### src/rtl/pattern_resp_pkg.sv
// Shared types and defaults for the pattern response compactor.
// Maps the registered pattern outputs onto resp_in bit positions.
package pattern_resp_pkg;

    typedef enum logic [1:0] {
        IDLE = 2'd0,
        RUN  = 2'd1,
        HOLD = 2'd2
    } state_t;

    localparam int          RESP_W_DEF = 10;
    localparam int          SIG_W_DEF  = 16;
    localparam logic [15:0] POLY_DEF   = 16'h1021;
    localparam logic [15:0] SEED_DEF   = 16'h0000;

    localparam int BIT_G42         = 0;
    localparam int BIT_N_572       = 1;
    localparam int BIT_N_573       = 2;
    localparam int BIT_N_549       = 3;
    localparam int BIT_N_569       = 4;
    localparam int BIT_N_452       = 5;
    localparam int BIT_ACVQN2      = 6;
    localparam int BIT_N_266_AND_0 = 7;
    localparam int BIT_ACVQN1      = 8;
    localparam int BIT_P6          = 9;

    // One MISR step on a w-bit register held in the low bits of s.
    // Callers truncate the result to w bits, so upper bits may be junk.
    function automatic logic [31:0] misr_step(
        input logic [31:0] s,
        input logic [31:0] d,
        input logic [31:0] p,
        input int          w
    );
        return (s << 1) ^ (s[w-1] ? p : 32'd0) ^ d;
    endfunction

endpackage

### src/rtl/misr_core.sv
// Multiple-input signature register: shift/XOR datapath only.
// Load has priority over enable; reset returns to SEED.
module misr_core
    import pattern_resp_pkg::*;
#(
    parameter int              SIG_W  = SIG_W_DEF,
    parameter int              DATA_W = RESP_W_DEF,
    parameter logic [SIG_W-1:0] POLY  = SIG_W'(POLY_DEF),
    parameter logic [SIG_W-1:0] SEED  = SIG_W'(SEED_DEF)
) (
    input  logic              i_clk,
    input  logic              i_rst,
    input  logic              i_load,
    input  logic [SIG_W-1:0]  i_load_val,
    input  logic              i_en,
    input  logic [DATA_W-1:0] i_data,
    output logic [SIG_W-1:0]  o_misr
);

    logic [SIG_W-1:0] r_misr;
    logic [SIG_W-1:0] w_next;

    assign w_next = SIG_W'(misr_step(32'(r_misr), 32'(i_data),
                                     32'(POLY), SIG_W));

    always_ff @(posedge i_clk) begin
        if (i_rst) begin
            r_misr <= SEED;
        end else if (i_load) begin
            r_misr <= i_load_val;
        end else if (i_en) begin
            r_misr <= w_next;
        end
    end

    assign o_misr = r_misr;

endmodule

### src/rtl/pattern_resp_misr.sv
// Folds a window of pattern responses into a MISR signature with readout.
// Optional golden compare (sig_match) enabled by PATTERN_RESP_GOLDEN_EN.
module pattern_resp_misr
    import pattern_resp_pkg::*;
#(
    parameter int               RESP_W  = RESP_W_DEF,
    parameter int               SIG_W   = SIG_W_DEF,
    parameter int               WIN_LEN = 256,
    parameter logic [SIG_W-1:0] POLY    = SIG_W'(POLY_DEF),
    parameter logic [SIG_W-1:0] SEED    = SIG_W'(SEED_DEF)
`ifdef PATTERN_RESP_GOLDEN_EN
    ,
    parameter logic [SIG_W-1:0] GOLDEN  = '0
`endif
) (
    input  logic              blif_clk_net,
    input  logic              blif_reset_net,
    input  logic              start,
    input  logic              abort,
    input  logic              resp_valid,
    input  logic [RESP_W-1:0] resp_in,
    output logic              sig_valid,
    input  logic              sig_ready,
    output logic [SIG_W-1:0]  sig_out,
    output logic              busy,
    output logic [15:0]       sample_cnt
`ifdef PATTERN_RESP_GOLDEN_EN
    ,
    output logic              sig_match
`endif
);

    state_t           r_state;
    logic [15:0]      r_cnt;
    logic             r_sig_valid;
    logic [SIG_W-1:0] r_sig_out;
    logic [SIG_W-1:0] w_misr;
    logic [SIG_W-1:0] w_misr_next;
    logic             w_load;
    logic             w_en;
    logic             w_last;

    assign w_load = (r_state == IDLE) & start;
    assign w_en   = (r_state == RUN) & resp_valid & ~abort;
    assign w_last = (r_cnt == 16'(WIN_LEN - 1));

    // Same step the core applies, so the signature is ready on the last edge
    assign w_misr_next = SIG_W'(misr_step(32'(w_misr), 32'(resp_in),
                                          32'(POLY), SIG_W));

    misr_core #(
        .SIG_W  (SIG_W),
        .DATA_W (RESP_W),
        .POLY   (POLY),
        .SEED   (SEED)
    ) u_misr (
        .i_clk      (blif_clk_net),
        .i_rst      (blif_reset_net),
        .i_load     (w_load),
        .i_load_val (SEED),
        .i_en       (w_en),
        .i_data     (resp_in),
        .o_misr     (w_misr)
    );

`ifdef PATTERN_RESP_GOLDEN_EN
    logic r_sig_match;
    always_ff @(posedge blif_clk_net) begin
        if (blif_reset_net) begin
            r_sig_match <= 1'b0;
        end else if (r_state == RUN && !abort && resp_valid && w_last) begin
            r_sig_match <= (w_misr_next == GOLDEN);
        end else if (r_state == HOLD && (abort || sig_ready)) begin
            r_sig_match <= 1'b0;
        end
    end
    assign sig_match = r_sig_match;
`endif

    always_ff @(posedge blif_clk_net) begin
        if (blif_reset_net) begin
            r_state     <= IDLE;
            r_cnt       <= 16'd0;
            r_sig_valid <= 1'b0;
            r_sig_out   <= '0;
        end else begin
            unique case (r_state)
                IDLE: begin
                    if (start) begin
                        r_cnt   <= 16'd0;
                        r_state <= RUN;
                    end
                end
                RUN: begin
                    if (abort) begin
                        r_cnt   <= 16'd0;
                        r_state <= IDLE;
                    end else if (resp_valid) begin
                        r_cnt <= r_cnt + 16'd1;
                        if (w_last) begin
                            r_state     <= HOLD;
                            r_sig_valid <= 1'b1;
                            r_sig_out   <= w_misr_next;
                        end
                    end
                end
                HOLD: begin
                    if (abort) begin
                        r_cnt       <= 16'd0;
                        r_sig_valid <= 1'b0;
                        r_state     <= IDLE;
                    end else if (sig_ready) begin
                        r_sig_valid <= 1'b0;
                        r_state     <= IDLE;
                    end
                end
                default: begin
                    r_state <= IDLE;
                end
            endcase
        end
    end

    assign sig_valid  = r_sig_valid;
    assign sig_out    = r_sig_out;
    assign busy       = (r_state == RUN);
    assign sample_cnt = r_cnt;

endmodule

### config.mk
export PLATFORM = sky130hd
export DESIGN_NAME = pattern_resp_misr
export DESIGN_NICKNAME = d
export VERILOG_FILES = /design/src/rtl/pattern_resp_pkg.sv /design/src/rtl/misr_core.sv /design/src/rtl/pattern_resp_misr.sv
export SDC_FILE = /design/constraint.sdc
export NUM_CORES = 1
export LEC_CHECK = 0
export ABC_AREA = 1
export BUFFER_PORTS_ARGS = -buffer_cell sky130_fd_sc_hd__buf_2
export CAP_MARGIN = 5
export CORE_ASPECT_RATIO = 0.8
export CORE_MARGIN = 5
export CORE_UTILIZATION = 59
export DETAILED_ROUTE_END_ITERATION = 7
export PLACE_DENSITY = 0.95
export SYNTH_ARGS = -nofsm -noshare
export SYNTH_HDL_FRONTEND = slang
export SYNTH_HIERARCHICAL = 1
export SYNTH_SLANG_ARGS = --single-unit
### constraint.sdc
create_clock -name blif_clk_net -period 3.8 [get_ports blif_clk_net]
set_clock_uncertainty 0.05 [all_clocks]
set_input_delay 0.76 -clock blif_clk_net [delete_from_list [all_inputs] [get_ports blif_clk_net]]
set_output_delay 0.76 -clock blif_clk_net [all_outputs]
set_load 0.02 [all_outputs]
==> run metrics <==
result of the run completed; most frequent standard cell in the layout excluding fill and tap cells sky130_fd_sc_hd__nand2_1; Area Growth Syn to Fin 17.6%; Bufs on Longest Clock Path 2; setup TNS 0 ns; Avg Synthesized Cell Area 7.47 um2; transition time at the pin with the least slew margin roughly 0.53 ns; critical path's largest stage delay 0.41 ns; weighted congestion at the end of routability-driven global placement about 0.9; number of optimization iterations in the first detailed-route pass 7; Slew HR 0.645; most area-consuming cells after synthesis sky130_fd_sc_hd__dfxtp_1 (40%), sky130_fd_sc_hd__nand2_1 (12%), sky130_fd_sc_hd__nor2_1 (5.9%); post-CTS resize count 0; combined area of all synthesized cells about 0.0026 mm2; Worst Setup Path Type reg2reg; Worst EP required 3.99 ns; type of the worst min-delay path reg2reg; htree depth 2; post-synthesis register bit count 51; number of antenna repair diodes 0; max-capacitance violation count 0; Period minus WS final approximately 1.9 ns; number of instances in the synthesized netlist 342; total power per unit cell area 394 mW/mm2; clock-pin slew on the worst setup and hold paths ~0.1 ns; CTS Root Cell sky130_fd_sc_hd__clkbuf_8; routed via count about 2.5k; total routed wirelength 6140 um; number of buffers added by the clock tree synthesis step 5; clock tree from TritonCTS done; buffers inserted by post-CTS timing repair 0; area of the placeable core 0.00418 mm2; final worst-path cycle share 0.510; Post-CTS Hold Fix Bufs 0; total global-route track usage 0.221; total congestion overflow after global routing 0; most used flip-flop cell after synthesis sky130_fd_sc_hd__dfxtp_1; top cell family by delay on the critical path simple AND/OR/NAND/NOR gates; CP Capture Type flop; wire length per cell after detailed routing 13.3 um; largest area contributor in the netlist sky130_fd_sc_hd__dfxtp_1; final hold vios 0; y dimension of the die 68.9 um; sinks on the clock net 51; number of nets with antenna violations after routing 0; Worst Slack Setup Final 1.86 ns; cells along the critical path ha_1 -> nand3_1 -> nor2_4 -> nand2_2 -> nor2_8 -> o21ai_0 -> a21oi_1; setup slack at placement 1.64 ns; initial antenna violation count 0; Die Area between 0.005 and 0.006 mm2; commonest non-fill, non-tap cells in the layout sky130_fd_sc_hd__nand2_1 (79), sky130_fd_sc_hd__dfxtp_1 (51), sky130_fd_sc_hd__buf_2 (49); RSZ-0062 raised after global routing no; drt first-iter violations about 180; Worst Path Buf+Inv 0; number of pins with negative max-slew slack in the final report 0; fraction of layout cells with a size suffix above 1 0.202; Yosys warning total 6; share of synthesized registers carrying an async set or reset 0; Worst Path Max Fanout 27; slowest cell on the critical path sky130_fd_sc_hd__dfxtp_1; horizontal die dimension 83.6 um; IR drop worst, VDD 265 uV; sequential element share of the synthesized area 0.399; Synth top area share 0.399; static power due to leakage 1.40 nW; maximum number of pins on one net before global-route repair 28; Boundary Pins 50; final setup vio count 0; global-route wire length before repair 10,300 um; number of rows created at floorplan 21; Initial Util 0.612; Fmax 0.516 GHz; worst path arrival time 2.13 ns; via count of the first global-routing pass around 2.3k; distinct cell type count after synthesis 33; kind of launch point of the worst setup path flop; via count normalized by instance count 5.39; nets@finish 422; count of unresolved DRC violations after routing 0; EDFF count, synth 0; half-perimeter wire length after placement 4390 um; Clk Latency, worst-skew pair 0.31 ns; I/O Buffers 49
[Yosys cell counts, drive strengths merged (2+ instances only)]
cell / n
nand2: 81
dfxtp: 51
nor2: 51
a21oi: 33
inv: 29
nand3: 22
o21ai: 19
xnor2: 12
a22oi: 11
xor2: 11
buf: 7
nand3b: 5
clkbuf: 2
o21bai: 2
[metal layers]
metal / up-vias / GRT usage / wire length, um
li1: 1217 / - / -
met1: 1151 / 0.268 / 2620
met2: 110 / 0.382 / 2930
met3: 19 / 0.0534 / 445
met4: 0 / 0.0944 / 148
met5: - / 0 / 0
[final cells by class]
type / instances / area [um2]
Sequential cell: 51 / 1020
Multi-Input combinational cell: 268 / 1430
Clock buffer: 6 / 82.6
Inverter: 29 / 111
Timing Repair Buffer: 50 / 253
Fill cell: 336 / 1170
Tap cell: 57 / 71.3
Clock inverter: 2 / 38.8
[sequential cells by signal, indices dropped and copies added (netlist names)]
register and count:
sample_cnt 16, sig_out 16, u_misr/o_misr 16, r_state 2, sig_valid 1
[metrics by stage]
stage | area (um2) | instances | hold WS [ns] | total power [W] | util
after floorplan | 2610 | 357 | 0.429 | 0.000743 | -
after global placement | 2880 | 455 | 0.402 | 0.000778 | 0.690
after detailed placement | 2880 | 455 | 0.423 | 0.000787 | 0.690
after CTS | 3010 | 463 | 0.441 | 0.00118 | 0.719
after global routing | 3010 | 463 | 0.462 | 0.00124 | 0.719
final | 3010 | 463 | 0.430 | 0.00119 | 0.719
[final timing paths]
check,start,endpoint,slack [ns],cells past startpoint
hold reg to reg,sig_valid,sig_valid,0.43,2
hold / removal,sig_valid,sig_valid,0.43,2
setup reg to reg,sample_cnt[0],sig_out[0],1.86,7
setup / recovery,sample_cnt[0],sig_out[0],1.86,7
[where the power goes]
part | internal [W] | switching [W]
combinational | 0.0000728 | 0.000126
sequential | 0.000555 | 0.0000267
clock | 0.000217 | 0.000187
total | 0.000845 | 0.000340
[kinds of logic (layout without fill, tap and decap cells)]
kind of cell / after synthesis / in the layout / synth area share
AND/OR/NAND/NOR: 162 / 162 / 0.301
AO/OA/AOI/OAI: 66 / 66 / 0.149
flip-flops: 51 / 51 / 0.399
buffers and inverters: 38 / 87 / 0.0661
XOR/XNOR: 23 / 23 / 0.0788
adder cells (fa/ha/maj): 1 / 1 / 0.00489
other: 1 / 16 / 0.00147
[worst min-delay path, cell delays in order (launching register included)]
cell	delay, ns
sky130_fd_sc_hd__dfxtp_1	0.32
sky130_fd_sc_hd__nand2_1	0.06
sky130_fd_sc_hd__a21oi_1	0.06
Note: power is estimated with default switching activity, not from simulation.
